`src/rtl/seg_scan_ctrl_if.sv`:
```
// Value handshake bundle for seg_scan_ctrl.
//   value     : binary number to display (BIN_W bits)
//   value_vld : value is valid this cycle
//   value_rdy : converter idle; value accepted when vld & rdy
interface seg_scan_ctrl_if #(
  parameter int unsigned BIN_W = 32
);
  logic [BIN_W-1:0] value;
  logic             value_vld;
  logic             value_rdy;

  modport master (output value, output value_vld, input value_rdy);
  modport slave  (input value, input value_vld, output value_rdy);
endinterface

```
`src/rtl/seg_scan_ctrl.sv`:
```
// Multiplexed common-anode 7-segment driver with sequential binary-to-BCD
// conversion, leading-zero blanking, decimal points and overflow dashes.
//   clk, rst_n : clock, synchronous active-low reset
//   bus        : value / value_vld / value_rdy handshake (slave side)
//   lzb_en     : enable leading-zero blanking
//   dp_mask    : per-digit decimal point request, 1 = lit, sampled live
//   shift      : active-low one-hot digit select, bit 0 = least significant
//   oData      : segments {g,f,e,d,c,b,a}, active-low
//   dp         : decimal point, active-low
module seg_scan_ctrl #(
  parameter int unsigned DIGITS  = 8,
  parameter int unsigned BIN_W   = 32,
  parameter int unsigned CLK_DIV = 100000
) (
  input  logic              clk,
  input  logic              rst_n,
  seg_scan_ctrl_if.slave    bus,
  input  logic              lzb_en,
  input  logic [DIGITS-1:0] dp_mask,
  output logic [DIGITS-1:0] shift,
  output logic [6:0]        oData,
  output logic              dp
);

  localparam int unsigned BCD_W = 4 * DIGITS;
  localparam int unsigned CNT_W = $clog2(BIN_W + 1);
  localparam int unsigned IDX_W = (DIGITS > 1) ? $clog2(DIGITS) : 1;
  localparam int unsigned DIV_W = $clog2(CLK_DIV);

  localparam logic [6:0] SEG_BLANK = 7'h7F;
  localparam logic [6:0] SEG_DASH  = 7'h3F;

  // Largest value that fits in DIGITS decimal digits
  function automatic longint unsigned max_disp();
    longint unsigned p;
    p = 64'd1;
    for (int i = 0; i < int'(DIGITS); i++) p = p * 64'd10;
    return p - 64'd1;
  endfunction

  localparam longint unsigned LIMIT = max_disp();

  function automatic logic [6:0] seg7(input logic [3:0] d);
    case (d)
      4'd0:    seg7 = 7'b1000000;
      4'd1:    seg7 = 7'b1111001;
      4'd2:    seg7 = 7'b0100100;
      4'd3:    seg7 = 7'b0110000;
      4'd4:    seg7 = 7'b0011001;
      4'd5:    seg7 = 7'b0010010;
      4'd6:    seg7 = 7'b0000010;
      4'd7:    seg7 = 7'b1111000;
      4'd8:    seg7 = 7'b0000000;
      4'd9:    seg7 = 7'b0010000;
      default: seg7 = SEG_BLANK;
    endcase
  endfunction

  typedef enum logic [1:0] {S_IDLE, S_CONV, S_DONE} state_t;

  state_t            state_q;
  logic              rdy_q;
  logic [BIN_W-1:0]  sh_q;
  logic [BCD_W-1:0]  bcd_q;
  logic [CNT_W-1:0]  cnt_q;
  logic              ovf_pend_q;
  logic [BCD_W-1:0]  disp_q;
  logic              ovf_q;

  logic [DIV_W-1:0]  div_q;
  logic [IDX_W-1:0]  idx_q;
  logic [DIGITS-1:0] shift_q;
  logic [6:0]        seg_q;
  logic              dp_q;

  logic [BCD_W-1:0]  bcd_adj;
  logic [BCD_W-1:0]  bcd_d;
  logic [BIN_W-1:0]  sh_d;

  // One shift-add-3 iteration: adjust nibbles >= 5, then shift in the next MSB
  always_comb begin
    bcd_adj = bcd_q;
    for (int i = 0; i < int'(DIGITS); i++) begin
      if (bcd_q[4*i +: 4] >= 4'd5) bcd_adj[4*i +: 4] = bcd_q[4*i +: 4] + 4'd3;
    end
    bcd_d = {bcd_adj[BCD_W-2:0], sh_q[BIN_W-1]};
    sh_d  = sh_q << 1;
  end

  // Converter FSM; the display register updates atomically in S_DONE
  always_ff @(posedge clk) begin
    if (!rst_n) begin
      state_q    <= S_IDLE;
      rdy_q      <= 1'b0;
      sh_q       <= '0;
      bcd_q      <= '0;
      cnt_q      <= '0;
      ovf_pend_q <= 1'b0;
      disp_q     <= '0;
      ovf_q      <= 1'b0;
    end else begin
      case (state_q)
        S_IDLE: begin
          rdy_q <= 1'b1;
          if (bus.value_vld && rdy_q) begin
            sh_q       <= BIN_W'(bus.value);
            bcd_q      <= '0;
            cnt_q      <= '0;
            ovf_pend_q <= (64'(bus.value) > LIMIT);
            rdy_q      <= 1'b0;
            state_q    <= S_CONV;
          end
        end
        S_CONV: begin
          bcd_q <= bcd_d;
          sh_q  <= sh_d;
          cnt_q <= cnt_q + CNT_W'(1);
          if (cnt_q == CNT_W'(BIN_W - 1)) state_q <= S_DONE;
        end
        S_DONE: begin
          disp_q  <= bcd_q;
          ovf_q   <= ovf_pend_q;
          rdy_q   <= 1'b1;
          state_q <= S_IDLE;
        end
        default: state_q <= S_IDLE;
      endcase
    end
  end

  logic [IDX_W-1:0] idx_nxt;
  logic [IDX_W-1:0] msnz;
  logic [3:0]       cur_bcd;
  logic             cur_dp;
  logic [6:0]       seg_nxt;
  logic [DIGITS-1:0] shift_nxt;

  // Content of the digit that becomes active on the next tick
  always_comb begin
    idx_nxt   = (idx_q == IDX_W'(DIGITS - 1)) ? '0 : idx_q + IDX_W'(1);
    msnz      = '0;
    cur_bcd   = '0;
    cur_dp    = 1'b0;
    shift_nxt = '1;
    for (int i = 0; i < int'(DIGITS); i++) begin
      if (disp_q[4*i +: 4] != 4'd0) msnz = IDX_W'(i);
      if (idx_nxt == IDX_W'(i)) begin
        cur_bcd      = disp_q[4*i +: 4];
        cur_dp       = dp_mask[i];
        shift_nxt[i] = 1'b0;
      end
    end
    if (ovf_q)                         seg_nxt = SEG_DASH;
    else if (lzb_en && idx_nxt > msnz) seg_nxt = SEG_BLANK;
    else                               seg_nxt = seg7(cur_bcd);
  end

  // Digit-slot divider and registered scan outputs
  always_ff @(posedge clk) begin
    if (!rst_n) begin
      div_q   <= '0;
      idx_q   <= '0;
      shift_q <= '1;
      seg_q   <= SEG_BLANK;
      dp_q    <= 1'b1;
    end else if (div_q == DIV_W'(CLK_DIV - 1)) begin
      div_q   <= '0;
      idx_q   <= idx_nxt;
      shift_q <= shift_nxt;
      seg_q   <= seg_nxt;
      dp_q    <= ~cur_dp;
    end else begin
      div_q <= div_q + DIV_W'(1);
    end
  end

  assign bus.value_rdy = rdy_q;
  assign shift         = shift_q;
  assign oData         = seg_q;
  assign dp            = dp_q;

endmodule

```
`src/flat_wrapper.sv`:
```
// flat-port wrapper written by rule: the top's interface ports become plain ports
module seg_scan_ctrl_flat 
#(
  parameter int unsigned DIGITS  = 8,
  parameter int unsigned BIN_W   = 32,
  parameter int unsigned CLK_DIV = 100000
)
  (clk, rst_n, lzb_en, dp_mask, shift, oData, dp, bus_value, bus_value_vld, bus_value_rdy);
  seg_scan_ctrl_if #(.BIN_W(BIN_W)) bus_i ();
  input  logic clk;
  input  logic rst_n;
  input  logic lzb_en;
  input  logic [DIGITS-1:0] dp_mask;
  output logic [DIGITS-1:0] shift;
  output logic [6:0] oData;
  output logic dp;
  input wire logic [$bits(bus_i.value)-1:0] bus_value;
  input wire logic [$bits(bus_i.value_vld)-1:0] bus_value_vld;
  output wire logic [$bits(bus_i.value_rdy)-1:0] bus_value_rdy;
  assign bus_i.value = bus_value;
  assign bus_i.value_vld = bus_value_vld;
  assign bus_value_rdy = bus_i.value_rdy;
  seg_scan_ctrl #(.DIGITS(DIGITS), .BIN_W(BIN_W), .CLK_DIV(CLK_DIV)) u_core (.clk(clk), .rst_n(rst_n), .bus(bus_i), .lzb_en(lzb_en), .dp_mask(dp_mask), .shift(shift), .oData(oData), .dp(dp));
endmodule
```
`config.mk`:
```
export PLATFORM = sky130hd
export DESIGN_NAME = seg_scan_ctrl_flat
export DESIGN_NICKNAME = d
export VERILOG_FILES = /design/src/rtl/seg_scan_ctrl_if.sv /design/src/rtl/seg_scan_ctrl.sv /design/src/flat_wrapper.sv
export SDC_FILE = /design/constraint.sdc
export NUM_CORES = 1
export LEC_CHECK = 0
export BUFFER_PORTS_ARGS = -buffer_cell sky130_fd_sc_hd__buf_2
export CAP_MARGIN = 10
export CORE_MARGIN = 1
export CORE_UTILIZATION = 50
export CTS_BUF_LIST = sky130_fd_sc_hd__clkbuf_4 sky130_fd_sc_hd__clkbuf_8
export DETAILED_ROUTE_END_ITERATION = 12
export HOLD_SLACK_MARGIN = 0.02
export PLACE_DENSITY = 0.68
export SLEW_MARGIN = 30
export SYNTH_ARGS = -nofsm -noshare
export SYNTH_HDL_FRONTEND = slang
export SYNTH_SLANG_ARGS = --single-unit
```
`constraint.sdc`:
```
create_clock -name clk -period 3.05 [get_ports clk]
set_clock_uncertainty 0.05 [all_clocks]
set_input_delay 0.61 -clock clk [delete_from_list [all_inputs] [get_ports clk]]
set_output_delay 0.61 -clock clk [all_outputs]
set_load 0.05 [all_outputs]
```
After elaboration in Yosys (flattened, before gate mapping)
Memories as Yosys holds them, arrays and structs flattened.
Cells that the tools add are included.
{"block": "classes", "n_addsub": 11, "n_mul": 0, "div_mod_pow": 0, "order_cmp": 10, "n_eq_ne": 14, "shift": 0, "mux": 53, "bitwise_logic": 2, "reduce_logical": 17}
{"op": "case mux 32 bit (2 select lines)", "count": 2}
{"op": "two-way mux 32 bit", "count": 2}
{"op": "two-way mux 4 bit", "count": 15}
{"op": ">= comparator 4 x 3 -> 1 bit, second input constant", "count": 8}
{"op": "greater-than comparator 32 x 27 -> 1 bit, second input constant", "count": 1}
{"op": "adder 4 x 2 -> 4 bit, second input constant", "count": 7}
{"op": "nonzero test 4 bit", "count": 7}
{"op": "two-way mux 1 bit", "count": 18}
{"op": "two-way mux 3 bit", "count": 6}
{"op": "adder 17 x 1 -> 17 bit, second input constant", "count": 1}
{"op": "equality test 17 bit, second input constant", "count": 1}
{"op": "equality test 3 bit, second input constant", "count": 5}
{"op": "two-way mux 7 bit", "count": 2}
{"op": "case mux 6 bit (2 select lines)", "count": 1}
{"op": "two-way mux 2 bit", "count": 4}
{"op": "adder 6 x 1 -> 6 bit, second input constant", "count": 1}
{"op": "equality test 3 x 2 -> 1 bit, second input constant", "count": 2}
{"op": "equality test 6 x 5 -> 1 bit, second input constant", "count": 1}
{"op": "two-way mux 6 bit", "count": 1}
{"op": "AND reduction 2 bit", "count": 3}
{"op": "inequality test 2 x 1 -> 1 bit, second input constant", "count": 2}
{"op": "case mux 2 bit (2 select lines)", "count": 1}
{"op": "nonzero test 2 bit", "count": 2}
{"op": "adder 3 x 1 -> 3 bit, second input constant", "count": 1}
{"op": "other kinds (11)", "count": 13}
{"block": "totals", "ff_bits": 143, "latch_bits": 0, "mem_bits_rw": 0, "romBits": 112, "input_bits": 44, "out_inout_bits": 17, "elab_cells": 121, "memories": 1}
{"memory": "(no name shown)", "depth": 16, "width": 7, "read_ports": 1, "rd_clocked_by_memory_dff": 0, "wr": 0, "line_no": "seg_scan_ctrl.sv:44", "source": "case (d)"}

Longest topological paths before layout
Gate-level depths: netlist (run 1).
An unclocked memory read counts as a cell.
{"block": "logic_depth", "word_depth": 14, "mapped_depth": 13, "depth_no_buf": 13}

Least setup slack after synthesis (run 1)
No wires, ideal clock.
{"block": "synth_path", "path_type": "reg-to-reg", "startpoint": "register u_core.idx_q[0]", "endpoint": "register u_core.seg_q[1], in the netlist u_core.oData[1]", "setup_time_ps": 115, "t_arrival_ps": 2441, "t_required_ps": 2885, "slack_ps": 444, "stages_incl_launch_ff": 12, "path_buffers": 1, "period_less_slack_ps": 2606, "cell_sequence": "dfxtp_1 -> ha_1 -> ha_1 -> buf_2 -> nor4b_2 -> nand2_1 -> a221o_1 -> nand4_2 -> ha_1 -> a21boi_0 -> o21ai_1 -> o21a_1"}
{"block": "synth_via", "elab_chain_len": 14, "word_cells_on_any_way": 24, "cone_classes": "add/sub: 1; order compare: 1; eq/ne: 8; mux: 11; reduce/logical: 2; memory: 1"}
{"element": "start, declared", "line_no": "seg_scan_ctrl.sv:71", "source": "logic [IDX_W-1:0] idx_q;"}
{"element": "start signal, assigned", "line_no": "seg_scan_ctrl.sv:168", "source": "idx_q <= idx_nxt;"}
{"element": "adder 3 x 1 -> 3 bit / equality test 3 bit (equally long branches)", "line_no": "seg_scan_ctrl.sv:140", "source": "idx_nxt = (idx_q == IDX_W'(DIGITS - 1)) ? '0 : idx_q + IDX_W'(1);"}
{"element": "two-way mux 3 bit *", "line_no": "seg_scan_ctrl.sv:140"}
{"element": "named net u_core.idx_nxt[2]", "line_no": "seg_scan_ctrl.sv:131", "source": "logic [IDX_W-1:0] idx_nxt;"}
{"element": "zero test 3 bit", "line_no": "seg_scan_ctrl.sv:147", "source": "if (idx_nxt == IDX_W'(i)) begin"}
{"element": "two-way mux 4 bit (8 in series)", "line_no": "seg_scan_ctrl.sv:147"}
{"element": "memory (16 x 7 bit)"}
{"element": "two-way mux 7 bit *", "line_no": "seg_scan_ctrl.sv:154", "source": "else if (lzb_en && idx_nxt > msnz) seg_nxt = SEG_BLANK;"}
{"element": "two-way mux 7 bit *", "line_no": "seg_scan_ctrl.sv:153", "source": "if (ovf_q) seg_nxt = SEG_DASH;"}
{"element": "end signal, assigned", "line_no": "seg_scan_ctrl.sv:170", "source": "seg_q <= seg_nxt;"}
{"element": "end, declared", "line_no": "seg_scan_ctrl.sv:73", "source": "logic [6:0] seg_q;"}
Mark *: on every way through the listed nets, which the timed path passes. The rest lies on a longest branch.
A chain may end at the register's enable or synchronous reset.

Final worst setup path (run 1)
{"block": "layout_path", "startpoint": "register u_core.idx_q[0]", "endpoint": "register u_core.seg_q[3], in the netlist u_core.oData[3]"}
{"block": "layout_via", "elab_chain_len": 14, "word_cells_on_any_way": 24, "cone_classes": "add/sub: 1; order compare: 1; eq/ne: 8; mux: 11; reduce/logical: 2; memory: 1"}
{"element": "adder 3 x 1 -> 3 bit / equality test 3 bit (equally long branches)", "line_no": "seg_scan_ctrl.sv:140"}
{"element": "two-way mux 3 bit *", "line_no": "seg_scan_ctrl.sv:140"}
{"element": "zero test 3 bit", "line_no": "seg_scan_ctrl.sv:147"}
{"element": "two-way mux 4 bit (8 in series)", "line_no": "seg_scan_ctrl.sv:147"}
{"element": "memory (16 x 7 bit)"}
{"element": "two-way mux 7 bit *", "line_no": "seg_scan_ctrl.sv:154"}
{"element": "two-way mux 7 bit *", "line_no": "seg_scan_ctrl.sv:153"}
Mark *: on every way between the ends. The rest lies on a longest branch, timed or not.

==> metrics.cfg, run 1 <==
[placed_design]
gp_congestion = 0.939
io_buffers = 60
place_hpwl_mm = 10.8
dp.cells = 1006
placed_area_mm2 = 0.00729

[timing]
period_minus_slack_ns = 2.70
hold_viol_final = 0
drv_slew = 0
fin_crit_sh = 0.884
tns_ns = 0
finalSetupViolCount = 0
slew_headroom = 0.595
tightestPinTransition_ns = 0.602
fmax_mhz = 371
rsz0062_at_grt = false

[worst_setup_path]
crit_chain = ha_1 -> ha_1 -> nor2_1 -> inv_2 -> a21o_1 -> o221ai_1 -> o211ai_2 -> ha_1 -> a21boi_0 -> a221oi_1 -> a21oi_1
critPathLaunchType = flip-flop
reg2reg_slack_ns = 0.35
cp.arrival_ns = 2.96
cpMostUsedCell = ha_1
crit_path_end_kind = flip-flop
crit_fanout = 6
required_ns = 3.31
crit_type = flip-flop to flip-flop
r2r_cells = 11
crit_slowest_cell = nor2_1
max_stage_delay_ns = 0.38

[routing]
viasPerCell = 5.57
drtIter0Drc = 432
finalWirelength_mm = 15.2
wire_per_inst_um = 14.6
detail-route-antenna-nets = 0
detail_route.first_pass.iterations = 5
num_vias = 5775
drcViolationCount = 0

[final_layout]
fin_area_mm2 = 0.00768
fin_nets = 917
area_growth_pct = 13.1
nFillCells = 1239
num_antenna_cells = 0
instances_no_fill = 1037
drive_gt1_frac = 0.149
final_cell_mix = 144 x nand2_1, 143 x dfxtp_1, 63 x a21boi_0
layout_commonest_cell = nand2_1

[grt]
grt_pass1_wl_mm = 25.8
grt_pass1_vias = 5465
grt_usage = 0.227
grt_start_max_net_pins = 66
antenna_found_initial = 0
grt_overflow = 0

[worst_hold_path]
whs_path_depth = 2
holdCritPathClass = flip-flop to flip-flop

[power]
ir_worst_vdd_uv = 352
pwr_density_cell_mw_per_mm2 = 471
p_leak_nw = 2.83

[synth]
synth_cell_type_count = 65
syn_nets = 865
syn_area_mm2 = 0.00679
ys_ff_latch = 143
netlist_instances = 797
synth_area_per_cell_um2 = 8.52
synth-async-reset-ratio = 0
yosys_warnings = 0
synthFlopType = dfxtp_1
synth_edf_count = 0
seq_area_frac_synth = 0.422

[clocking]
cts_sinks = 143
post_cts_resize_count = 0
postCtsHoldBufs = 0
path_clk_slew_ns = 0.08
cts_inserted_buffers = 17
cts_max_level = 4
clockBufferDepth = 2
worstSkewPairLatency_ns = 0.44
cts_tree = done
post_cts_buffers = 0
clockRootBuffer = clkbuf_8

[floorplan]
dieArea_mm2 = 0.0140
die_height_um = 119
floorplan.initialDensity = 0.512
die_w_um = 119
placementRows = 42
ios = 61
core_mm2 = 0.0132

[job]
max-cap-violations = 0

[outcome]
status = finished, final reports clean

per-layer routing:
layer,routed length [um],vias to the layer above,part of all wire,track usage
met5,0,-,0,0
met4,150,0,0.0099,0.0704
met3,598,14,0.039,0.0492
met2,7110,121,0.47,0.374
met1,7310,2723,0.48,0.297
li1,-,2917,-,-
logic make-up after synthesis:
logic type | synth area share
flip-flops | 0.422
buffers and inverters | 0.0442
AO/OA/AOI/OAI | 0.239
multiplexers | 0.0212
AND/OR/NAND/NOR | 0.186
XOR/XNOR | 0.0426
adder cells (fa/ha/maj) | 0.0442
registers in the layout, summed over array words and instances (netlist names):
name	cells
u_core.disp_q	32
u_core.bus.value_rdy	1
u_core.dp	1
u_core.ovf_q	1
u_core.cnt_q	6
u_core.div_q	17
u_core.state_q	2
u_core.sh_q	32
u_core.idx_q	3
u_core.oData	7
u_core.shift	8
u_core.bcd_q	32
u_core.ovf_pend_q	1
worst max-delay path, delay by kind of cell (launching register included):
family	cells	cell delay, ns
flip-flops	1	0.32
buffers and inverters	1	0.15
AO/OA/AOI/OAI	6	0.86
adder cells (fa/ha/maj)	3	0.80
AND/OR/NAND/NOR	1	0.38
where the power goes:
group | leakage (nW) | internal, mW | switching, mW
Clock | 0.194 | 0.759 | 0.700
Combinational | 1.48 | 0.0922 | 0.138
Sequential | 1.16 | 1.90 | 0.0227
cell usage after synthesis, drive strengths merged (11+ instances only):
| cell type | instances | area share |
|---|---|---|
| a21boi | 63 | 0.070 |
| a21oi | 30 | 0.022 |
| a22oi | 26 | 0.029 |
| clkbuf | 37 | 0.020 |
| dfxtp | 143 | 0.42 |
| ha | 24 | 0.044 |
| inv | 28 | 0.015 |
| mux2i | 11 | 0.016 |
| nand2 | 145 | 0.081 |
| nand2b | 12 | 0.011 |
| nand3 | 14 | 0.010 |
| nor2 | 51 | 0.028 |
| nor2b | 12 | 0.011 |
| nor3 | 11 | 0.0081 |
| o21ai | 36 | 0.027 |
| o22ai | 14 | 0.013 |
| xnor2 | 14 | 0.018 |
| xor2 | 19 | 0.025 |
layout make-up:
cell class	count	area, um^2	share of cell area
sequential	143	2860	0.373
clock buffer	23	310	0.0404
clock inverter	8	80.1	0.0104
multi-input combinational	579	3640	0.474
timing repair buffer	80	463	0.0603
tap	176	220	0.0287
inverter	28	105	0.0137
final timing paths:
path | from | to
setup / recovery | u_core.idx_q[0] | u_core.oData[3]
hold / removal | u_core.sh_q[12] | u_core.sh_q[12]
hold reg to reg | u_core.sh_q[12] | u_core.sh_q[12]
setup reg to reg | u_core.idx_q[0] | u_core.oData[3]
through the flow:
stage / setup slack (ns) / utilization / power, mW / hold slack, ns
3_3_place_gp: 0.438 / 0.550 / 2.19 / 0.390
5_1_grt: 0.195 / 0.580 / 3.77 / 0.407
6_report: 0.355 / 0.580 / 3.61 / 0.414
3_5_place_dp: 0.382 / 0.550 / 2.20 / 0.399
2_1_floorplan: 0.444 / - / 2.11 / 0.374
4_1_cts: 0.351 / 0.580 / 3.66 / 0.406
Power figures use the tool's default switching activity.
==> run 2: changes to the inputs <==
- ABC_AREA: default -> 1
==> metrics.cfg, run 2 <==
[timing]
fmax_mhz = 368
period_minus_slack_ns = 2.71
hold_viol_final = 0
tns_ns = 0
slew_headroom = 0.659
whs_ns = 0.360
fin_crit_sh = 0.890
finalSetupViolCount = 0
tightestPinTransition_ns = 0.509
drv_slew = 0
rsz0062_at_grt = false

[grt]
grt_overflow = 0
grt_usage = 0.226
use_met1 = 0.319
grt_pass1_vias = 5455
grt_start_max_net_pins = 48
antenna_found_initial = 0
busiest_layer = met2
grt_pass1_wl_mm = 25.7
met2_usage = 0.335
grt_use_met3 = 0.0538

[clocking]
cts_sinks = 143
cts_tree = done
postCtsHoldBufs = 0
clockRootBuffer = clkbuf_8
cts_inserted_buffers = 17
post_cts_resize_count = 0
cts_max_level = 4
post_cts_buffers = 0
clockBufferDepth = 2
path_clk_slew_ns = 0.08
worstSkewPairLatency_ns = 0.46

[routing]
wire_per_inst_um = 13.0
drcViolationCount = 0
viasPerCell = 5.33
finalWirelength_mm = 14.9
drtIter0Drc = 482
num_vias = 6132
detail_route.first_pass.iterations = 5
detail-route-antenna-nets = 0

[final_layout]
num_antenna_cells = 0
layout_commonest_cell = nand2_1
nFillCells = 1217
final_cell_mix = 179 x nand2_1, 143 x dfxtp_1, 115 x nor2_1
area_growth_pct = 13.3
fin_nets = 1034
drive_gt1_frac = 0.124
top_regs = u_core.bcd_q (32), u_core.disp_q (32), u_core.sh_q (32)

[floorplan]
core_mm2 = 0.0128
ios = 61
die_height_um = 118
dieArea_mm2 = 0.0138
placementRows = 41
floorplan.initialDensity = 0.520
die_w_um = 118

[synth]
netlist_instances = 908
synth_edf_count = 0
synthTopCellsByCount = 179 x nand2_1, 143 x dfxtp_1, 116 x nor2_1, 95 x inv_1
synth_top_area_frac = 0.429
syn_area_mm2 = 0.00668
seq_area_frac_synth = 0.429
synth_top_area_cell = dfxtp_1
synthFlopType = dfxtp_1
synthTopCellsByArea = dfxtp_1 43%, nand2_1 10%, nor2_1 6.5%
synth_cell_type_count = 41
synth.most_common_cell = nand2_1
synth-async-reset-ratio = 0
synth_area_per_cell_um2 = 7.35
ys_ff_latch = 143
syn_nets = 976
yosys_warnings = 0

[power]
pwr_density_cell_mw_per_mm2 = 492
intPower_mw = 2.84
p_switching_mw = 0.877
p_leak_nw = 2.92
ir_worst_vdd_uv = 552
seqPwrFrac = 0.517
p_sw_frac = 0.236
pwr-share-clk = 0.422
comb_power_share = 0.061

[worst_setup_path]
reg2reg_slack_ns = 0.34
required_ns = 3.39
crit_fanout = 17
cp.arrival_ns = 3.05
crit_type = flip-flop to flip-flop
crit_path_end_kind = flip-flop
critPathLaunchType = flip-flop

[job]
max-cap-violations = 0

[worst_hold_path]
holdCritPathClass = input port to flip-flop

[placed_design]
place_hpwl_mm = 10.7
gp_congestion = 0.889
io_buffers = 60

[outcome]
status = finished, final reports clean

-- run 2: cell types whose count changed in the layout (fill, tap and decap cells not counted), moves of 26 or more --
cell	previous run	this run
nand2_1	144	179
a21oi_1	30	61
a21boi_0	63	0
a22oi_1	26	0
nor2_1	50	115
a31oi_1	2	33
o21ai_0	35	61
inv_1	27	95
-- run 2: final timing paths --
check,from,end,cells past startpoint
worst max register to register,u_core.idx_q[0],u_core.oData[3],10
worst min-delay path,bus_value[0],u_core.sh_q[0],3
worst max-delay path,u_core.idx_q[0],u_core.oData[3],10
worst min register to register,u_core.div_q[0],u_core.div_q[0],1
-- run 2: per-stage QoR --
step           power (mW)  utilization  instances  instance area, um^2  setup WS (ns)
2_1_floorplan        2.11            -        908                 6680          0.693
3_3_place_gp         2.19        0.557       1119                 7150          0.461
3_5_place_dp         2.19        0.557       1119                 7150          0.346
4_1_cts              3.76        0.590       1151                 7560          0.335
5_1_grt              3.88        0.590       1151                 7560         0.0981
6_report             3.72        0.590       1151                 7560          0.336
-- run 2: power groups by stage --
stage	Clock [mW]	Sequential [mW]	Combinational (mW)
floorplan	0	1.97	0.144
global placement	0	1.97	0.227
detailed placement	0	1.97	0.226
CTS	1.61	1.92	0.226
global route	1.69	1.93	0.252
finish	1.57	1.93	0.226
-- run 2: kinds of logic after synthesis --
group	share of synthesized area
adders and majority gates	0.0450
buffers and inverters	0.0778
and+or+nand+nor	0.261
xor gates and xnor gates	0.0118
AOI/OAI and AO/OA	0.176
DFF	0.429
-- run 2: worst max-delay path, cell delays in order (launching register included) --
cell and delay, ns:
dfxtp_1 0.41, ha_1 0.25, ha_1 0.38, inv_2 0.17, nor3_2 0.47, nand2_1 0.13
nand4_1 0.19, ha_1 0.27, nand2_1 0.09, nand4_1 0.10, a21oi_1 0.12
-- run 2: area by class of cell --
class	count	area, um^2	share of cell area
multi-input cells	630	3300	0.436
flip-flops and latches	143	2860	0.379
repair buffers	72	390	0.0516
inverters	102	383	0.0506
clock buffers	21	277	0.0366
well taps	172	215	0.0285
clock inverters	11	139	0.0184
-- run 2: routing by layer --
| metal | vias up | share of wire |
|---|---|---|
| li1 | 3196 | - |
| met1 | 2804 | 0.51 |
| met2 | 111 | 0.43 |
| met3 | 21 | 0.041 |
| met4 | 0 | 0.016 |
| met5 | - | 0 |
